$ cat src/rtl/genome_config_loader.sv
// genome_config_loader: byte-stream loader for the evolvable logic-element
// array configuration. Assembles one chromosome (func/selA/selB per element)
// in a shadow register, range-checks each gene, and commits the whole
// chromosome atomically to conf_out.
//
// Ports:
//   clk, rst          clock, synchronous active-high reset
//   in_data/in_valid  stream byte and its valid
//   in_ready          loader accepts a byte this cycle
//   conf_out          active configuration, 13 bits per element
//                     {selB[4:0], selA[4:0], func[2:0]}
//   cfg_valid         a frame has committed since reset
//   load_done         one-cycle pulse on commit
//   load_err          one-cycle pulse on frame abort
//   busy              frame in progress (state != IDLE)
module genome_config_loader #(
  parameter int unsigned N_ELEMS  = 16,
  parameter int unsigned N_INPUTS = 27,
  parameter logic [7:0]  HEADER   = 8'hA5
) (
  input  logic                   clk,
  input  logic                   rst,
  input  logic [7:0]             in_data,
  input  logic                   in_valid,
  output logic                   in_ready,
  output logic [N_ELEMS*13-1:0]  conf_out,
  output logic                   cfg_valid,
  output logic                   load_done,
  output logic                   load_err,
  output logic                   busy
);

  localparam int unsigned CW = (N_ELEMS > 1) ? $clog2(N_ELEMS) : 1;

  typedef enum logic [2:0] {IDLE, LO, HI, COMMIT, ABORT} state_t;

  state_t          state;
  logic [CW-1:0]   cnt;
  logic [12:0]     shadow [N_ELEMS];

  logic            xfer;
  logic            sel_a_bad;
  logic            hi_bad;
  logic            last_elem;

  // Gene checks on the byte currently offered
  always_comb begin
    xfer      = in_valid && in_ready;
    sel_a_bad = {1'b0, in_data[7:3]} >= 6'(N_INPUTS);
    hi_bad    = (in_data[7:5] != 3'b000) || ({1'b0, in_data[4:0]} >= 6'(N_INPUTS));
    last_elem = (cnt == CW'(N_ELEMS - 1));
  end

  // Frame FSM; all outputs are registered alongside the state
  always_ff @(posedge clk) begin
    if (rst) begin
      state     <= IDLE;
      cnt       <= '0;
      conf_out  <= '0;
      cfg_valid <= 1'b0;
      load_done <= 1'b0;
      load_err  <= 1'b0;
      busy      <= 1'b0;
      in_ready  <= 1'b1;
      for (int k = 0; k < N_ELEMS; k++) shadow[k] <= '0;
    end else begin
      load_done <= 1'b0;
      load_err  <= 1'b0;
      unique case (state)
        IDLE: begin
          if (xfer && in_data == HEADER) begin
            state <= LO;
            cnt   <= '0;
            busy  <= 1'b1;
          end
        end
        LO: begin
          if (xfer) begin
            shadow[cnt][7:0] <= in_data;
            if (sel_a_bad) begin
              state    <= ABORT;
              in_ready <= 1'b0;
              load_err <= 1'b1;
            end else begin
              state <= HI;
            end
          end
        end
        HI: begin
          if (xfer) begin
            if (hi_bad) begin
              state    <= ABORT;
              in_ready <= 1'b0;
              load_err <= 1'b1;
            end else begin
              shadow[cnt][12:8] <= in_data[4:0];
              if (last_elem) begin
                state     <= COMMIT;
                in_ready  <= 1'b0;
                load_done <= 1'b1;
              end else begin
                cnt   <= cnt + CW'(1);
                state <= LO;
              end
            end
          end
        end
        COMMIT: begin
          // Atomic copy of the fully assembled chromosome
          for (int k = 0; k < N_ELEMS; k++) conf_out[13*k +: 13] <= shadow[k];
          cfg_valid <= 1'b1;
          state     <= IDLE;
          in_ready  <= 1'b1;
          busy      <= 1'b0;
        end
        ABORT: begin
          state    <= IDLE;
          in_ready <= 1'b1;
          busy     <= 1'b0;
        end
        default: begin
          state    <= IDLE;
          in_ready <= 1'b1;
          busy     <= 1'b0;
        end
      endcase
    end
  end

endmodule

$ cat config.mk
export PLATFORM = sky130hd
export DESIGN_NAME = genome_config_loader
export DESIGN_NICKNAME = d
export VERILOG_FILES = /design/src/rtl/genome_config_loader.sv
export SDC_FILE = /design/constraint.sdc
export NUM_CORES = 1
export LEC_CHECK = 0
export CELL_PAD_IN_SITES_DETAIL_PLACEMENT = 0
export CELL_PAD_IN_SITES_GLOBAL_PLACEMENT = 2
export CORE_MARGIN = 4
export CORE_UTILIZATION = 38
export DETAILED_ROUTE_END_ITERATION = 8
export PLACE_DENSITY_LB_ADDON = 0.12
export SLEW_MARGIN = 20
export SYNTH_ARGS = -nofsm -noshare
export SYNTH_HDL_FRONTEND = slang
export SYNTH_SLANG_ARGS = --single-unit
export TNS_END_PERCENT = 20
$ cat constraint.sdc
create_clock -name clk -period 4.35 [get_ports clk]
set_input_delay 0.435 -clock clk [delete_from_list [all_inputs] [get_ports clk]]
set_output_delay 0.435 -clock clk [all_outputs]
set_load 0.02 [all_outputs]
==> After elaboration in Yosys (flattened, before gate mapping) <==
Memory sizes are Yosys's and may differ from the RTL's. A register that Yosys moved wholly into a read port is not among the register bits.
Cells that the tools add are included.
{ "op_classes": {"n_addsub": 1, "reduce_logical": 13, "eq_ne": 12, "n_bitwise": 4, "muxes": 40, "order_cmp": 2} }
{ "ops": {"columns": ["op", "count"], "rows": [
  ["$mux 1", 22],
  ["$mux 4", 5],
  ["$mux 3", 5],
  ["$mux 13", 1],
  ["$reduce_or 13->1", 1],
  ["$ne 2x2->1 const B", 6],
  ["$ge 5x5->1 const B", 2],
  ["$reduce_and 5->1", 2],
  ["$pmux 3 s3", 1],
  ["$eq 8x8->1 const B", 1],
  ["$pmux 4 s2", 1],
  ["$eq 3x2->1 const B", 2],
  ["$add 4x1->4 const B", 1],
  ["$eq 4x4->1 const B", 1],
  ["$mux 2", 2],
  ["$not 1->1", 4],
  ["$pmux 1 s2", 2],
  ["$reduce_or 4->1", 1],
  ["$eq 3x1->1 const B", 1],
  ["$logic_not 3->1", 1],
  ["$ne 3x3->1 const B", 1],
  ["$pmux 1 s3", 1],
  ["$reduce_and 3->1", 1],
  ["$reduce_bool 3->1", 1],
  ["other kinds (5)", 6]
]} }
{ "word_totals": {"in_bits": 11, "out_inout_bits": 213, "ramBits": 208, "ff_bits": 12, "wordCells": 80, "mem_count": 1} }
{ "memory_table": {"columns": ["memory", "depth", "width", "rd", "rd_ports_with_merged_regs", "wr", "line_no", "rtl"], "rows": [
  ["shadow", 16, 13, 16, 16, 16, "39", "logic [12:0] shadow [N_ELEMS];"]
]} }

==> Logic depth before layout (Yosys ltp) <==
{ "depth": {"depth_word": 9, "ltp_mapped": 8, "mapped_depth_nobuf": 5} }

==> Worst setup path after synthesis <==
Ideal clock, no wire load.
{ "synth_path": {"path_kind": "register -> register", "from": "register in_ready", "to": "memory shadow[10][0] (enable)", "setup_time_ps": 329, "n_path_buf": 2, "period_less_slack_ps": 2076, "arrival_time_ps": 1746, "path_stages_with_launch": 7, "required_time_ps": 4021, "setup_slack_ps": 2274, "path_cell_list": "dfxtp_1 -> nand2_1 -> nor4_2 -> clkbuf_1 -> and3_1 -> clkbuf_1 -> or2_1"} }
{ "synth_lines": {"columns": ["item", "line_no", "rtl"], "rows": [
  ["from (decl)", "25", "output logic in_ready,"],
  ["from (signal assigned)", "64", "in_ready <= 1'b1;"],
  ["from (signal assigned)", "82", "in_ready <= 1'b0;"],
  ["from (signal assigned)", "93", "in_ready <= 1'b0;"],
  ["to (decl)", "39", null]
]} }

==> results.txt <==
Cell internal power was estimated by the tool at slightly below 7 mW. The global-route wire length before repair is approximately 67000 um. The tree is rooted in a sky130_fd_sc_hd__clkbuf_16. Counting both buffers and inverters, the worst setup path holds a total of 2. For the worst setup path, the data required time is around 4.6 ns. The first-iteration detailed-routing DRC count is between 700 and 800.

The transition time at the pin with the least slew margin is 0.975 ns. Of the total power, registers draw 0.499. The kind of launch point of the worst setup path is an input pin.

The path length in cells of the critical path is 6. Walking the worst path, the cells encountered are clkdlybuf4s50_1 -> nor3_2 -> o211ai_2 -> buf_4 -> nor4_1 -> or2_1. The count of hold buffers inserted by post-cts repair came out at 0. The sequential fraction of the synthesis area came out at 0.666.

After detailed routing, the total wire length is between 40000 and 50000 um. Setup violations remaining at the end of the flow were counted as 0. The share of total power dissipated in combinational logic is 0.020.

The count of vias placed by the detailed router is 11100. The flop and latch count out of synthesis is 428. The critical path's top delay family is simple AND/OR/NAND/NOR gates.

The slowest stage cell on the critical path is sky130_fd_sc_hd__nor4_1. The total of cells resized after clock tree synthesis is 0. The half-perimeter wire length of the detailed placement result is 26500 um. Power spread over the standard cell area amounts to between 400 and 500 mW/mm^2. Measured on the finished design, the core utilization comes to 0.490.

The floorplan has 74 rows. The x dimension of the die is approximately 210 um. Synthesis produced a netlist with a net count of about 1500. The number of synthesized flops with an enable pin is between 200 and 250. The proportion of synthesized flip-flops having asynchronous set or reset came out at 0. The largest net degree at the start of global routing came out at between 100 and 150.

The wire length per cell is a little under 20 um. Clock-pin slew was measured on the worst setup and hold paths at around 0.06 ns. In this run the standard cell core region covers between 0.04 and 0.05 mm^2. The number of fill cells is 3831. The mean cell area of the mapped netlist came out at approximately 11 um^2. The largest buffer count on any clock path is 3. The final critical delay including setup and external delays came out at roughly 2.6 ns. The switching power as a share of total power is 0.207. In the global route stage, overall resource usage came out at 0.191.

The max-slew violation count came out at 0. In the final layout, the share of cells above drive strength 1 is 0.0671. The number of nets with antenna violations after detailed routing is 0. The period utilization is 0.594. Measured against its own limit, the worst slew margin works out to 0.350.

The maximum vdd drop is approximately 0.28 mV. The peak clock frequency supported by timing is a little under 400 MHz. After the last flow step, the layout net total stands at approximately 1700. The initial core utilization is 0.388. The count of endpoints failing hold in the final timing report came out at 0. The switching power of the nets came out at 1.79 mW. The netlist area before placement is around 0.016 mm^2. The worst-case register-to-register setup slack is roughly 1.8 ns.

The critical path is of the in2reg type. Using the TritonRoute via totals, the vias-per-cell ratio works out to a little under 5. The most critical setup path has its endpoint at shadow[0][9]. Setup repair after global routing left no endpoint under its margin.

The largest stage delay on the critical path came out at between 0.6 and 0.7 ns. The worst register-to-register path has a depth of 4. The clock skew came out at 0.0169 ns.

The number of max-cap violations came out at 0. The main flop type after synthesis is sky130_fd_sc_hd__dfxtp_1. The clock network power share came out at 0.482.

The congestion estimate from routability-driven global placement came to 0.774. The worst setup path is captured at a register. The worst register-to-register path begins at state[1]. The number of antenna violations at the first check in global routing came out at 2. The H-tree was split into 2 levels. TritonCTS built the clock tree.

The flow ran to the end, and the final reports show no timing, DRC or antenna violations. The sum of negative setup slack is 0 ns. The Yosys step of the flow raised 0 warnings. The biggest area contributor in the post-synthesis netlist is sky130_fd_sc_hd__edfxtp_1.

The synthesized netlist cell count is around 1500. The number of detailed-routing iterations run before antenna repair is 5. The CTS sink count is ~430. ~220 I/O pins were placed. The residual DRC count is 0. The most critical setup path has its startpoint at in_data[6].

Ranked by total cell area, the synthesized netlist is headed by sky130_fd_sc_hd__edfxtp_1, sky130_fd_sc_hd__dfxtp_1, sky130_fd_sc_hd__nand2_1. The analysis attributes to cell leakage a power of 6.92 nW. The floorplan die area is roughly 0.045 mm^2. The type of the tightest min-delay check is in2reg.

The worst register-to-register path ends at shadow[0][9]. The number of I/O port buffers is approximately 220. From synthesis to final layout, the design area changed by 26.4%. The floorplan step set the die height to approximately 210 um.

The number of library cell types mapped by synthesis is 38. In the layout the commonest cells are sky130_fd_sc_hd__nand2_1, sky130_fd_sc_hd__dfxtp_1, sky130_fd_sc_hd__clkdlybuf4s50_1, sky130_fd_sc_hd__a21oi_1, sky130_fd_sc_hd__edfxtp_1. The library cell used most frequently in the layout, excluding fill and tap cells, is sky130_fd_sc_hd__nand2_1.

The number of global-route vias before repair is roughly 11000. The total global routing overflow came out at 0. The setup fix buffers added after clock tree synthesis is 0. The top-area cell type share of the netlist area came out at 0.391. The data arrival at the endpoint of the critical path came out at 2.84 ns.

The number of buffers created by CTS came out at 46. The critical-path maximum fanout came out at 15. The worst-skew pair later-pin latency came out at 0.56 ns.
[worst min-delay path, stage by stage]
cell and delay, ns:
sky130_fd_sc_hd__buf_2 0.15, sky130_fd_sc_hd__nor3_2 0.10, sky130_fd_sc_hd__o211ai_2 0.14, sky130_fd_sc_hd__a21oi_1 0.08
[cell type report]
cell class / instances / area, um^2 / area share
sequential: 428 / 10700 / 0.527
clock buffer: 61 / 1340 / 0.0665
antenna: 1 / 2.50 / 0.000124
timing repair buffer: 240 / 2350 / 0.116
inverter: 3 / 11.3 / 0.000557
multi-input combinational: 973 / 4890 / 0.242
clock inverter: 25 / 293 / 0.0145
tap: 532 / 666 / 0.0329
[stage by stage]
stage	total power [mW]	setup WS, ns	hold slack (ns)	instance area [um^2]	instances
final	8.64	1.77	0.402	20200	2263
after global routing	8.93	1.55	0.410	20200	2262
after CTS	8.74	1.77	0.363	20200	2262
after detailed placement	4.57	1.22	0.447	18600	2176
after global placement	4.57	1.39	0.445	18600	2176
after floorplan	4.48	2.27	0.471	16000	1522
[metal layers]
layer  up-vias  routed length (um)  track usage
met3        51                2370       0.0366
met5         -                   0            0
met4         0                 691       0.0468
met2       258               20200        0.300
li1       5411                   -            -
met1      5379               20900        0.277
[state kept, by name, indices dropped and copies added (netlist names)]
name,cells
conf_out,208
shadow,208
cnt,4
state,3
busy,1
cfg_valid,1
in_ready,1
load_done,1
load_err,1
[how the worst min path moves through the flow]
| stage | start | endpoint | cells after the start |
|---|---|---|---|
| after floorplan | shadow[0][0] | conf_out[0] | 2 |
| after global placement | conf_out[188] | conf_out[188] | 2 |
| after detailed placement | conf_out[23] | conf_out[23] | 2 |
| after CTS | in_data[7] | state[0] | 4 |
| after global routing | in_data[7] | state[0] | 4 |
| final | in_data[7] | state[0] | 4 |
[cells by family after synthesis]
| family | Yosys count | synth area share |
|---|---|---|
| adders and majority gates | 4 | 0.00313 |
| AOI/OAI and AO/OA | 232 | 0.0752 |
| and+or+nand+nor | 737 | 0.226 |
| DFF | 428 | 0.666 |
| buffers and inverters | 121 | 0.0297 |
[power groups by stage]
stage | Combinational (mW) | Sequential [mW] | Clock, mW
6_report | 0.170 | 4.31 | 4.16
3_3_place_gp | 0.172 | 4.40 | 0
4_1_cts | 0.173 | 4.31 | 4.26
5_1_grt | 0.184 | 4.31 | 4.43
2_1_floorplan | 0.0920 | 4.38 | 0
3_5_place_dp | 0.173 | 4.39 | 0
[synthesized netlist by cell type (7+ instances only)]
cell type and number:
sky130_fd_sc_hd__and3_1 24, sky130_fd_sc_hd__buf_1 9, sky130_fd_sc_hd__or2_1 33, sky130_fd_sc_hd__a21oi_1 214
sky130_fd_sc_hd__nand2b_1 8, sky130_fd_sc_hd__and2_1 201, sky130_fd_sc_hd__buf_2 10, sky130_fd_sc_hd__dfxtp_1 220
sky130_fd_sc_hd__edfxtp_1 208, sky130_fd_sc_hd__nor2_1 8, sky130_fd_sc_hd__nand2_1 424, sky130_fd_sc_hd__nor4_2 11
sky130_fd_sc_hd__nor4_1 7, sky130_fd_sc_hd__clkbuf_1 98
No activity file was read; power rests on OpenSTA's default activity.
